**config.mk**
```make
export PLATFORM = sky130hd
export DESIGN_NAME = program_loader
export DESIGN_NICKNAME = d
export VERILOG_FILES = /design/src/rtl/loader_pkg.sv /design/src/rtl/loader_word_asm.sv /design/src/rtl/program_loader.sv
export SDC_FILE = /design/constraint.sdc
export NUM_CORES = 1
export LEC_CHECK = 0
export BUFFER_PORTS_ARGS = -buffer_cell sky130_fd_sc_hd__buf_4
export CAP_MARGIN = 20
export CORE_UTILIZATION = 25
export CTS_CLUSTER_SIZE = 14
export DETAILED_ROUTE_END_ITERATION = 8
export GPL_TIMING_DRIVEN = 0
export REMOVE_ABC_BUFFERS = 1
export SYNTH_ARGS = -nofsm -noshare
export SYNTH_HDL_FRONTEND = slang
export SYNTH_HIERARCHICAL = 1
export SYNTH_SLANG_ARGS = --single-unit
export TNS_END_PERCENT = 1
```
**constraint.sdc**
```tcl
create_clock -name clock -period 3.1 [get_ports clock]
set_input_delay 0.155 -clock clock [delete_from_list [all_inputs] [get_ports clock]]
set_output_delay 0.155 -clock clock [all_outputs]
set_load 0.1 [all_outputs]
```
**src/rtl/loader_pkg.sv**
```systemverilog
// Shared constants and state encoding for the program loader.
package loader_pkg;

  localparam logic [7:0] CMD_INS = 8'hA5;
  localparam logic [7:0] CMD_DAT = 8'h5A;
  localparam logic [7:0] CMD_RUN = 8'h0F;

  typedef enum logic [2:0] {
    IDLE,
    ADDR,
    CNT,
    PAYLOAD,
    WHOLD,
    CKSUM
  } state_t;

endpackage

```
**src/rtl/loader_word_asm.sv**
```systemverilog
// Little-endian word assembler and running modulo-256 checksum.
// word/word_valid are combinational so the word is usable on the edge
// that accepts its 4th byte.
module loader_word_asm (
  input  logic        clock,
  input  logic        reset_n,
  input  logic        clear,
  input  logic        sum_en,
  input  logic        shift_en,
  input  logic [7:0]  byte_in,
  output logic [31:0] word,
  output logic        word_valid,
  output logic [7:0]  sum
);

  logic [1:0]      idx_reg;
  logic [2:0][7:0] lane_reg;
  logic [2:0][7:0] lane_next;
  logic [7:0]      sum_reg;

  // Only the low three lanes are stored; the top byte is taken live.
  genvar gi;
  generate
    for (gi = 0; gi < 3; gi++) begin : g_lane
      assign lane_next[gi] = (shift_en && idx_reg == 2'(gi)) ? byte_in : lane_reg[gi];
    end
  endgenerate

  // Byte index, stored lanes and checksum; clear starts a new frame.
  always_ff @(posedge clock) begin
    if (!reset_n || clear) begin
      idx_reg  <= 2'd0;
      lane_reg <= '0;
      sum_reg  <= 8'd0;
    end else begin
      lane_reg <= lane_next;
      if (shift_en) idx_reg <= idx_reg + 2'd1;
      if (sum_en)   sum_reg <= sum_reg + byte_in;
    end
  end

  assign word_valid = shift_en && (idx_reg == 2'd3);
  assign word       = {byte_in, lane_reg[2], lane_reg[1], lane_reg[0]};
  assign sum        = sum_reg;

endmodule

```
**src/rtl/program_loader.sv**
```systemverilog
// Framed byte-stream loader feeding the core's instruction/data memory
// write ports and gating the core's reset until a run command arrives.
module program_loader
  import loader_pkg::*;
#(
  parameter int TIMEOUT_CYC = 1024,
  parameter int WR_HOLD     = 2
) (
  input  logic        clock,
  input  logic        reset_n,
  input  logic [7:0]  rx_data,
  input  logic        rx_valid,
  output logic        rx_ready,
  output logic        write_ins,
  output logic [7:0]  addr_ins,
  output logic [31:0] dati_ins,
  output logic        write_data,
  output logic [7:0]  addr_data,
  output logic [31:0] dati_data,
  output logic        core_rst_n,
  output logic        busy,
  output logic        done,
  output logic        err
);

  localparam int TO_W = $clog2(TIMEOUT_CYC + 1);
  localparam int HD_W = $clog2(WR_HOLD + 1);
  localparam logic [TO_W-1:0] TO_LAST = TO_W'(TIMEOUT_CYC - 1);
  localparam logic [HD_W-1:0] HD_LAST = HD_W'(WR_HOLD - 1);

  state_t          state_reg, state_next;
  logic            live_reg;
  logic [TO_W-1:0] to_cnt_reg, to_cnt_next;
  logic [HD_W-1:0] hold_reg, hold_next;
  logic [7:0]      addr_reg, addr_next;
  logic [8:0]      words_reg, words_next;
  logic            is_ins_reg, is_ins_next;
  logic [7:0]      addr_ins_reg, addr_ins_next, addr_data_reg, addr_data_next;
  logic [31:0]     dati_ins_reg, dati_ins_next, dati_data_reg, dati_data_next;
  logic            core_rst_n_reg, core_rst_n_next;
  logic            done_reg, done_next, err_reg, err_next;

  logic        accept, is_load_cmd, timed;
  logic        asm_clear, sum_en, shift_en, word_valid;
  logic [31:0] asm_word;
  logic [7:0]  asm_sum;

  assign rx_ready    = live_reg && (state_reg != WHOLD);
  assign accept      = rx_valid && rx_ready;
  assign is_load_cmd = (rx_data == CMD_INS) || (rx_data == CMD_DAT);
  assign timed       = (state_reg == ADDR) || (state_reg == CNT) ||
                       (state_reg == PAYLOAD) || (state_reg == CKSUM);
  assign asm_clear   = accept && (state_reg == IDLE) && is_load_cmd;
  assign sum_en      = accept && ((state_reg == ADDR) || (state_reg == CNT) ||
                                  (state_reg == PAYLOAD));
  assign shift_en    = accept && (state_reg == PAYLOAD);

  loader_word_asm u_word_asm (
    .clock      (clock),
    .reset_n    (reset_n),
    .clear      (asm_clear),
    .sum_en     (sum_en),
    .shift_en   (shift_en),
    .byte_in    (rx_data),
    .word       (asm_word),
    .word_valid (word_valid),
    .sum        (asm_sum)
  );

  // Next-state logic: frame parsing, write hold, checksum verdict, timeout.
  always_comb begin
    state_next      = state_reg;
    to_cnt_next     = to_cnt_reg;
    hold_next       = hold_reg;
    addr_next       = addr_reg;
    words_next      = words_reg;
    is_ins_next     = is_ins_reg;
    addr_ins_next   = addr_ins_reg;
    dati_ins_next   = dati_ins_reg;
    addr_data_next  = addr_data_reg;
    dati_data_next  = dati_data_reg;
    core_rst_n_next = core_rst_n_reg;
    done_next       = 1'b0;
    err_next        = err_reg;

    case (state_reg)
      IDLE: begin
        to_cnt_next = '0;
        if (accept) begin
          err_next = 1'b0;
          if (is_load_cmd) begin
            is_ins_next     = (rx_data == CMD_INS);
            core_rst_n_next = 1'b0;
            state_next      = ADDR;
          end else if (rx_data == CMD_RUN) begin
            core_rst_n_next = 1'b1;
          end
        end
      end
      ADDR: if (accept) begin
        addr_next  = rx_data;
        state_next = CNT;
      end
      CNT: if (accept) begin
        // A count byte of zero stands for a full 256-word page.
        words_next = {(rx_data == 8'd0), rx_data};
        state_next = PAYLOAD;
      end
      PAYLOAD: if (word_valid) begin
        if (is_ins_reg) begin
          addr_ins_next = addr_reg;
          dati_ins_next = asm_word;
        end else begin
          addr_data_next = addr_reg;
          dati_data_next = asm_word;
        end
        hold_next  = '0;
        state_next = WHOLD;
      end
      WHOLD: begin
        if (hold_reg == HD_LAST) begin
          addr_next  = addr_reg + 8'd1;
          words_next = words_reg - 9'd1;
          state_next = (words_reg == 9'd1) ? CKSUM : PAYLOAD;
        end else begin
          hold_next = hold_reg + HD_W'(1);
        end
      end
      CKSUM: if (accept) begin
        if (rx_data == asm_sum) done_next = 1'b1;
        else                    err_next  = 1'b1;
        state_next = IDLE;
      end
      default: state_next = IDLE;
    endcase

    if (timed) begin
      if (accept) begin
        to_cnt_next = '0;
      end else if (to_cnt_reg == TO_LAST) begin
        to_cnt_next = '0;
        err_next    = 1'b1;
        state_next  = IDLE;
      end else begin
        to_cnt_next = to_cnt_reg + TO_W'(1);
      end
    end
  end

  // State and output registers with synchronous active-low reset.
  always_ff @(posedge clock) begin
    if (!reset_n) begin
      state_reg      <= IDLE;
      live_reg       <= 1'b0;
      to_cnt_reg     <= '0;
      hold_reg       <= '0;
      addr_reg       <= 8'd0;
      words_reg      <= 9'd0;
      is_ins_reg     <= 1'b0;
      addr_ins_reg   <= 8'd0;
      dati_ins_reg   <= 32'd0;
      addr_data_reg  <= 8'd0;
      dati_data_reg  <= 32'd0;
      core_rst_n_reg <= 1'b0;
      done_reg       <= 1'b0;
      err_reg        <= 1'b0;
    end else begin
      state_reg      <= state_next;
      live_reg       <= 1'b1;
      to_cnt_reg     <= to_cnt_next;
      hold_reg       <= hold_next;
      addr_reg       <= addr_next;
      words_reg      <= words_next;
      is_ins_reg     <= is_ins_next;
      addr_ins_reg   <= addr_ins_next;
      dati_ins_reg   <= dati_ins_next;
      addr_data_reg  <= addr_data_next;
      dati_data_reg  <= dati_data_next;
      core_rst_n_reg <= core_rst_n_next;
      done_reg       <= done_next;
      err_reg        <= err_next;
    end
  end

  assign write_ins  = (state_reg == WHOLD) && is_ins_reg;
  assign write_data = (state_reg == WHOLD) && !is_ins_reg;
  assign addr_ins   = addr_ins_reg;
  assign dati_ins   = dati_ins_reg;
  assign addr_data  = addr_data_reg;
  assign dati_data  = dati_data_reg;
  assign core_rst_n = core_rst_n_reg;
  assign busy       = (state_reg != IDLE);
  assign done       = done_reg;
  assign err        = err_reg;

endmodule

```
==> metrics.md, run 1 <==
| Metric | Value |
|---|---|
| Fin area | 8360 µm² |
| Die area | 27800 µm² |
| Final cell count without fillers | 1263 |
| Mean post-synth cell area | 7.93 µm² |
| Combinational power share | 3.0% |
| FF+latch count, synth | 152 |
| Hold violation total from the final report | 0 |
| CP arrival | 3.18 ns |
| Status | finished, violations left |
| Min-delay src | reset_n |
| Global-route wire length before repair | 30300 µm |
| Routed wire length | 18700 µm |
| Skew final | 0.0107 ns |
| Final core occ | 31.7% |
| Hold depth | 1 |
| Post-CTS Setup Inserts | 0 |
| Total grt overflow | 0 |
| Main combinational cell family by area after synthesis | simple AND/OR/NAND/NOR gates |
| Post-synthesis xor/xnor area fraction | 1.68% |
| Number of synthesized flops with an enable pin | 0 |
| Root Buffer | clkbuf_16 |
| Worst Hold Path EP | live_reg |
| Power density cells | 489 nW/µm² |
| FF-to-FF Start | state_reg[0] |
| Routed vias/inst | 4.89 |
| Fill count | 2821 |
| Cell Area, Synth | 6780 µm² |
| Switching share of power | 24.1% |
| CTS clock-pin slew for the worst setup and hold paths | 0.06 ns |
| Minimum clock period | 2.88 ns |
| Int Pwr | 3.11 mW |
| Peak VDD IR | 0.374 mV |
| Remaining DRCs | 8 |
| Starting Density | 25.7% |
| Die Y | 167 µm |
| Reg2Reg Depth | 7 |
| Via count | 6173 |
| CP Capture Type | flip-flop |
| Storage cell area | 3040 µm² |
| Period utilization | 92.9% |
| Reg-to-reg setup timing slack | 0.22 ns |
| Clock power share | 49.3% |
| Total core area | 26400 µm² |
| Slew Viols, Final | 0 |
| Max clock buf depth | 2 |
| All-Layer GR Usage | 13.7% |
| Routed len/inst | 14.8 µm |
| Failing checks | design-rule violations |
| Worst hold-check path type | in2reg |
| Post-synthesis mux area share | 1.05% |
| Seq/Total Area, Yosys | 44.9% |
| Max incr delay on CP | 0.71 ns |
| CP max FO | 30 |
| CTS tree | done |
| Post-synthesis simple-gate area fraction | 25.7% |
| Clk sinks | 152 |
| Fraction of final layout cells sized beyond drive strength 1 | 17.0% |
| Starting DRC count in detailed routing | 521 |
| Inserted Diodes | 0 |
| I/O pin cnt | 98 |
| Multi-input gate area | 3400 µm² |
| P_sw | 0.985 mW |
| CP dominant cell by count | nand2_1 |
| Crit Path Category | reg2reg |
| Seq pwr share | 47.8% |
| Pleak | 2.98 nW |
| CTS HTree Levels | 4 |
| Largest net degree at the start of global routing | 80 |
| NumNets Final | 943 |
| Fmax | 347 MHz |
| Cts bufs inserted | 17 |
| Ys Warns | 6 |
| Final setup violation count | 0 |
| Chip width | 167 µm |
| CP required | 3.40 ns |
| Vias in the first global route | 5712 |
| Pre-CTS setup slack | -0.536 ns |
| Prevailing post-synth register cell | dfxtp_1 |
| RSZ-0062 raised after global routing | false |
| Adder-Cell Fraction of Synth Area | 3.25% |
| Total iterations of the first detailed-routing run | 7 |
| Worst-margin pin slew | 1.02 ns |
| Routability cong. | 0.791 |
| FFs w/ async S/R, synth | 0% |
| Hpwl dp | 12400 µm |
| Critical-path cell list | and3_4 -> and2_1 -> nand2_1 -> or3_2 -> buf_12 -> nand2_1 -> a21oi_1 |
| Number of cells on the critical path | 7 |
| Yosys cell types | 66 |
| WP buf/inv | 1 |
| Syn-to-layout area delta | 23.5% |
| Crit path max-delay family | simple AND/OR/NAND/NOR gates |
| Slowest cell on crit path | or3_2 |
| Placed cells | 1231 |
| Complex-gate fraction of the synthesized area | 18.1% |
| Placed Area | 7780 µm² |
| Tot Pwr | 4.09 mW |
| Reg-to-reg endpoint | dati_data[30] |
| Worst Setup Slack, final | 0.221 ns |
| Cells after Synth | 854 |
| Skew-Pair Late Insertion Delay | 0.43 ns |
| Row count | 59 |
| Rel. slew slack | 31.9% |
| Maxcap violations | 0 |
| CP Launch Type | flip-flop |
| IO buf count | 97 |
| Post-route ant nets | 0 |
| Antenna violations before repair | 0 |
==> power by group through the flow <==
stage | registers [mW] | clock network [mW] | logic, mW
2_1_floorplan | 2.00 | 0 | 0.0549
3_3_place_gp | 2.00 | 0 | 0.118
3_5_place_dp | 2.00 | 0 | 0.123
4_1_cts | 1.95 | 2.08 | 0.124
5_1_grt | 1.95 | 2.17 | 0.134
6_report | 1.95 | 2.02 | 0.122
==> cells in the final DEF (no fill, tap or decap), types with 7 or more instances in the layout <==
cell type,n
nand2_1,228
nor2_1,34
inv_1,13
xor2_1,9
nor3_1,11
a21oi_1,131
ha_1,16
nand4_1,9
a21o_1,7
dfxtp_1,151
o21ai_0,15
buf_4,97
nand3_1,38
clkbuf_16,17
==> timing repair <==
item                       CTS  global route
setup endpoints to repair   80            36
gates resized for setup      3             1
hold buffers                 0             0
==> metal layers <==
layer	up-vias	GRT usage [%]	share of wire (%)
li1	3065	-	-
met1	2950	18.2	48
met2	145	22.1	46
met3	13	3.35	4.9
met4	0	3.34	0.75
met5	-	0	0
==> worst max path at each step <==
| stage | from | endpoint | slack, ns |
|---|---|---|---|
| after floorplan | state_reg[1] | addr_ins[0] | -1.00 |
| after global placement | state_reg[1] | dati_ins[8] | -3.79 |
| after detailed placement | state_reg[1] | addr_ins[4] | -0.54 |
| after CTS | state_reg[1] | dati_data[5] | 0.09 |
| after global routing | live_reg | dati_data[2] | 0.01 |
| final | state_reg[0] | dati_data[30] | 0.22 |
==> stage by stage <==
step	setup TNS [ns]	hold WS, ns
finish	0	0.0392
detailed placement	-35.66	0.448
global placement	-226.76	0.443
global route	0	0.0262
CTS	0	0.0267
floorplan	-45.13	0.183
==> logic make-up (layout without fill, tap and decap cells) <==
logic type / count (synthesis) / after routing
adder cells (fa/ha/maj): 17 / 17
buffers and inverters: 77 / 151
flip-flops: 152 / 152
multiplexers: 7 / 7
XOR/XNOR: 13 / 13
AO/OA/AOI/OAI: 206 / 206
AND/OR/NAND/NOR: 382 / 382
==> cells in the mapped netlist, drive strengths merged (4+ instances only) <==
library cell | instances | area [µm²]
o22ai | 5 | 31.3
buf | 32 | 193
xor2 | 9 | 78.8
ha | 16 | 200
nand4b | 4 | 35.0
nor2 | 34 | 128
inv | 14 | 52.6
o21ai | 17 | 85.1
or3 | 4 | 25.0
a31oi | 5 | 31.3
xnor2 | 4 | 35.0
a32o | 4 | 40.0
nand2b | 6 | 37.5
nand3 | 39 | 200
nor2b | 6 | 37.5
nand2 | 228 | 856
nand3b | 6 | 45.0
nor4 | 5 | 31.3
o31a | 4 | 35.0
nor3b | 6 | 55.1
nor3 | 15 | 85.1
mux2i | 6 | 60.1
a21o | 7 | 52.6
and3 | 4 | 25.0
dfxtp | 152 | 3040
a21oi | 133 | 673
and2 | 5 | 31.3
clkbuf | 31 | 116
a311oi | 4 | 35.0
nand4 | 9 | 56.3
==> final cells by class <==
cell class | instances | share of cell area [%]
multi-input combinational | 625 | 40.7
sequential | 152 | 36.4
timing repair buffer | 105 | 10.5
clock buffer | 18 | 5.13
tap | 335 | 5.01
clock inverter | 14 | 1.68
inverter | 14 | 0.658
Note: power is estimated with default switching activity, not from simulation.
==> run 2: changes to the inputs <==
--- a/config.mk
+++ b/config.mk
@@ -7,10 +7,13 @@
 export LEC_CHECK = 0
 export BUFFER_PORTS_ARGS = -buffer_cell sky130_fd_sc_hd__buf_4
 export CAP_MARGIN = 20
+export CELL_PAD_IN_SITES_DETAIL_PLACEMENT = 0
+export CELL_PAD_IN_SITES_GLOBAL_PLACEMENT = 2
 export CORE_UTILIZATION = 25
 export CTS_CLUSTER_SIZE = 14
 export DETAILED_ROUTE_END_ITERATION = 8
 export GPL_TIMING_DRIVEN = 0
+export PLACE_DENSITY_LB_ADDON = 0.1
 export REMOVE_ABC_BUFFERS = 1
 export SYNTH_ARGS = -nofsm -noshare
 export SYNTH_HDL_FRONTEND = slang
==> run 2 against run 1 <==
  * The run still ends with design-rule violations left
  * Fmax up 2.2%
  * Critical path type unchanged
  * Die area unchanged
  * Largest power group unchanged
  * Global-route usage up 1.9 points
  * Clock-buffer cell count unchanged
  * Worst hold slack better by 0.022 ns
  * Critical endpoint is now u_word_asm/sum[6]
  * Clock power up 12%
  * Sequential cell count unchanged
  * Register-to-register slack better by 0.06 ns
  * First-iteration DRC count down 34%
==> metrics.md, run 2 (synthesis gave the netlist of run 1 again) <==
| Metric | Value |
|---|---|
| Placed cells | 1234 |
| Clk sinks | 152 |
| Power density cells | 513 nW/µm² |
| Starting Density | 25.7% |
| Pleak | 3.05 nW |
| WP buf/inv | 0 |
| Routability cong. | 0.733 |
| Die Y | 167 µm |
| CTS clock-pin slew for the worst setup and hold paths | 0.07 ns |
| Fill count | 2784 |
| Antenna violations before repair | 0 |
| Metal2 WL | 10100 µm |
| Uppermost layer routed | met4 |
| Vias in the first global route | 6145 |
| Slew Viols, Final | 0 |
| Final cell count without fillers | 1268 |
| Root Buffer | clkbuf_16 |
| Maxcap violations | 0 |
| Pre-CTS setup slack | 0.110 ns |
| Total grt overflow | 0 |
| Max incr delay on CP | 0.76 ns |
| Chip width | 167 µm |
| Fraction of final layout cells sized beyond drive strength 1 | 17.2% |
| Crit Path Category | reg2reg |
| CTS HTree Levels | 4 |
| I/O pin cnt | 98 |
| Post-CTS Setup Inserts | 0 |
| Syn-to-layout area delta | 25.2% |
| Fmax | 355 MHz |
| CTS tree | done |
| Row count | 59 |
| Hpwl dp | 14000 µm |
| All-Layer GR Usage | 15.6% |
| Crit path max-delay family | simple AND/OR/NAND/NOR gates |
| Failing checks | design-rule violations |
| Tot Pwr | 4.35 mW |
| Skew final | 0.0119 ns |
| Status | finished, violations left |
| Metal-1 WL | 10100 µm |
| Total iterations of the first detailed-routing run | 6 |
| Remaining DRCs | 10 |
| Routed len/inst | 16.7 µm |
| Met3 wire len | 796 µm |
| Most frequent cells in the layout | nand2_1, dfxtp_1, a21oi_1 |
| Global-route wire length before repair | 33800 µm |
| Commonest non-fill, non-tap cell in the layout | nand2_1 |
| Worst-margin pin slew | 1.02 ns |
| Post-route ant nets | 0 |
| Routed wire length | 21100 µm |
| IO buf count | 97 |
| CP arrival | 3.13 ns |
| Worst Setup Slack, final | 0.282 ns |
| CP required | 3.41 ns |
| Routed vias/inst | 4.87 |
| Worst hold-check path type | in2reg |
| CP Capture Type | flip-flop |
| Die area | 27800 µm² |
| Via count | 6175 |
| Largest net degree at the start of global routing | 66 |
| CP Launch Type | flip-flop |
| CP max FO | 38 |
| Final setup violation count | 0 |
| Minimum clock period | 2.82 ns |
| Resize count post-CTS | 0 |
| Slowest cell on crit path | nand2b_2 |
| Peak VDD IR | 0.280 mV |
| Period utilization | 90.9% |
| CTS Hold Bufs | 0 |
| Cts bufs inserted | 17 |
| Total core area | 26400 µm² |
| RSZ-0062 raised after global routing | false |
| NumNets Final | 947 |
| Starting DRC count in detailed routing | 344 |
| Rel. slew slack | 31.9% |
| Critical-path cell list | or3_1 -> nand2b_1 -> a21oi_1 -> nand2b_2 -> nor3b_1 -> a21bo_2 -> nand3_1 |
| Hold violation total from the final report | 0 |
| Skew-Pair Late Insertion Delay | 0.43 ns |
| Max clock buf depth | 2 |
[run 2: changes by cell type in the layout (fill, tap and decap cells not counted), sizes merged]
cell,before,now
buf,105,109
bufinv,1,3
clkinv,6,1
clkinvlp,2,1
diode,0,1
inv,19,23
[run 2: report_power, final]
group | switching [mW] | leakage, nW | internal, mW | total, mW
clock | 0.961 | 0.307 | 1.31 | 2.27
sequential | 0.00131 | 1.22 | 1.95 | 1.95
combinational | 0.0973 | 1.51 | 0.0305 | 0.128
[run 2: path summary, 6_finish.rpt]
check,start,end,slack [ns],cells after the start
setup / recovery,state_reg[1],u_word_asm/sum[6],0.28,7
hold / removal,reset_n,live_reg,0.06,1
setup reg to reg,state_reg[1],u_word_asm/sum[6],0.28,7
hold reg to reg,dati_ins[7],dati_ins[7],0.46,2
[run 2: stage by stage]
step           instance area (µm²)  TNS (ns)  utilization (%)  hold slack [ns]
5_1_grt                       8480         0             32.2           0.0493
4_1_cts                       8460         0             32.1           0.0379
2_1_floorplan                 6470    -45.13                -            0.183
3_5_place_dp                  7840         0             29.7            0.447
3_3_place_gp                  7610   -261.51             28.9            0.444
6_report                      8490         0             32.2           0.0616
[run 2: cell type report]
type	instances	area [µm²]	area share [%]
multi-input cells	625	3400	40.0
flip-flops and latches	152	3040	35.9
clock buffers	18	429	5.06
well taps	335	419	4.94
diodes	1	2.50	0.0295
clock inverters	14	200	2.36
repair buffers	109	941	11.1
inverters	14	55.1	0.649
[run 2: layer usage]
metal,GRT usage [%],vias to the layer above
met4,4.31,0
li1,-,3079
met3,3.23,13
met1,20.0,2961
met2,26.2,122
met5,0,-
==> run 3: changes to the inputs <==
--- a/config.mk
+++ b/config.mk
@@ -7,8 +7,9 @@
 export LEC_CHECK = 0
 export BUFFER_PORTS_ARGS = -buffer_cell sky130_fd_sc_hd__buf_4
 export CAP_MARGIN = 20
-export CELL_PAD_IN_SITES_DETAIL_PLACEMENT = 0
+export CELL_PAD_IN_SITES_DETAIL_PLACEMENT = 1
 export CELL_PAD_IN_SITES_GLOBAL_PLACEMENT = 2
+export CORE_ASPECT_RATIO = 0.75
 export CORE_UTILIZATION = 25
 export CTS_CLUSTER_SIZE = 14
 export DETAILED_ROUTE_END_ITERATION = 8
@@ -19,4 +20,4 @@
 export SYNTH_HDL_FRONTEND = slang
 export SYNTH_HIERARCHICAL = 1
 export SYNTH_SLANG_ARGS = --single-unit
-export TNS_END_PERCENT = 1
+export TNS_END_PERCENT = 5
==> run 3 against run 2 <==
  * The run now ends clean
  * Non-clock buffer count did not move
  * Sequential power barely moved
  * Via count rose by 1.5%
  * Fmax fell by 1.0%
  * Setup slack lost 0.028 ns
  * Global-route usage grew 1.4 points
  * Cell area is 0.44% higher
  * Clock power grew 2%
==> metrics.md, run 3 (synthesis gave the netlist of run 1 again) <==
| Metric | Value |
|---|---|
| Status | complete, no violations |
| RSZ-0062 raised after global routing | false |
| Critical-path cell list | and3_4 -> and2_1 -> nand2_1 -> or3_2 -> buf_12 -> nand2_1 -> a21oi_1 |
| Max incr delay on CP | 0.74 ns |
| Int Pwr | 3.41 mW |
| CP dominant cell by count | nand2_1 |
| Row count | 51 |
| Min-delay src | reset_n |
| Chip width | 192 µm |
| Routability cong. | 0.768 |
| Combinational power share | 3.0% |
| Hpwl dp | 15700 µm |
| Power density cells | 515 nW/µm² |
| CP arrival | 3.15 ns |
| IO buf count | 97 |
| NumNets Final | 947 |
| Clk sinks | 152 |
| Slowest cell on crit path | or3_2 |
| CP Capture Type | flip-flop |
| Period utilization | 91.8% |
| Worst-margin pin slew | 1.00 ns |
| Routed len/inst | 18.0 µm |
| Root Buffer | clkbuf_16 |
| Antenna violations before repair | 0 |
| Via count | 6269 |
| Global-route wire length before repair | 35700 µm |
| Fraction of final layout cells sized beyond drive strength 1 | 17.2% |
| Pleak | 3.06 nW |
| Max clock buf depth | 2 |
| Final setup violation count | 0 |
| Largest net degree at the start of global routing | 69 |
| Slew Viols, Final | 0 |
| Hold depth | 1 |
| Starting DRC count in detailed routing | 256 |
| All-Layer GR Usage | 17.0% |
| Total iterations of the first detailed-routing run | 4 |
| Worst hold-check path type | in2reg |
| CTS tree | done |
| Commonest non-fill, non-tap cell in the layout | nand2_1 |
| CP required | 3.40 ns |
| Cts bufs inserted | 17 |
| Skew final | 0.00910 ns |
| CP Launch Type | flip-flop |
| FF-to-FF Start | state_reg[0] |
| I/O pin cnt | 98 |
| Minimum clock period | 2.85 ns |
| CTS Hold Bufs | 0 |
| Syn-to-layout area delta | 25.8% |
| Reg-to-reg setup timing slack | 0.25 ns |
| Remaining DRCs | 0 |
| Reg2Reg Depth | 7 |
| Routed vias/inst | 4.91 |
| Peak VDD IR | 0.380 mV |
| Vias in the first global route | 6371 |
| Total core area | 26300 µm² |
| Post-route ant nets | 0 |
| Total grt overflow | 0 |
| Reg-to-reg endpoint | dati_ins[27] |
| Fmax | 351 MHz |
| Seq pwr share | 44.5% |
| Hold violation total from the final report | 0 |
| Tot Pwr | 4.39 mW |
| Skew-Pair Late Insertion Delay | 0.43 ns |
| Rel. slew slack | 32.8% |
| Inserted Diodes | 0 |
| Worst Hold Path EP | live_reg |
| P_sw | 0.978 mW |
| Most frequent cells in the layout | nand2_1, dfxtp_1, a21oi_1 |
| Routed wire length | 22900 µm |
| Placed Area | 7840 µm² |
| CP max FO | 24 |
| Switching share of power | 22.3% |
| Starting Density | 25.8% |
| Fin area | 8520 µm² |
| Crit Path Category | reg2reg |
| Die area | 27800 µm² |
| Die Y | 145 µm |
| CTS clock-pin slew for the worst setup and hold paths | 0.07 ns |
| Clock power share | 52.5% |
| CTS HTree Levels | 4 |
| Maxcap violations | 0 |
## run 3: metal layers
metal  GRT usage [%]  vias up  wire, µm
met4            5.30        0       277
met2            28.2       87     10900
met1            21.9     3101     11000
met3            3.59       14       812
li1                -     3067         -
met5               0        -         0
## run 3: metrics by stage
stage,utilization (%),instances,TNS [ns],setup WS (ns),hold slack (ns)
3_3_place_gp,29.0,1232,-259.53,-4.24,0.447
2_1_floorplan,-,791,-45.13,-1.00,0.183
5_1_grt,32.4,1276,0,0.0620,0.0337
4_1_cts,32.3,1275,0,0.00180,0.0264
3_5_place_dp,29.8,1243,-9.50,-0.252,0.449
6_report,32.4,1276,0,0.254,0.0474
## run 3: worst max path at each step
stage | from | to | slack [ns] | cells after the start
2_1_floorplan | state_reg[1] | addr_ins[0] | -1.00 | 7
4_1_cts | state_reg[1] | dati_ins[3] | 0.002 | 8
3_3_place_gp | state_reg[1] | dati_ins[18] | -4.24 | 7
6_report | state_reg[0] | dati_ins[27] | 0.25 | 7
5_1_grt | state_reg[0] | dati_ins[7] | 0.06 | 7
3_5_place_dp | state_reg[1] | dati_ins[25] | -0.25 | 10
## run 3: power groups by stage
stage                     Combinational (mW)  Sequential, mW  Clock, mW
after global routing                   0.143            1.95       2.45
after floorplan                       0.0549            2.00          0
after CTS                              0.134            1.95       2.37
after global placement                 0.125            2.00          0
after detailed placement               0.133            2.00          0
final                                  0.130            1.95       2.31
## run 3: what timing repair did
action / in CTS / in global routing
gates resized for setup: 3 / 2
pin swaps: 0 / 0
endpoints found under the setup margin: 80 / 47
setup buffers: 0 / 0
## run 3: final cells by class
| cell class | instances | area [µm²] |
|---|---|---|
| clock buffer | 20 | 437 |
| clock inverter | 12 | 200 |
| fill | 3136 | 17800 |
| inverter | 14 | 55.1 |
| multi-input combinational | 625 | 3410 |
| sequential | 152 | 3040 |
| tap | 344 | 430 |
| timing repair buffer | 109 | 950 |
## run 3: critical path: cells and delay by family (launching register included)
family	cells	cell delay, ns
AO/OA/AOI/OAI	1	0.06
AND/OR/NAND/NOR	5	1.68
buffers and inverters	1	0.27
flip-flops	1	0.68
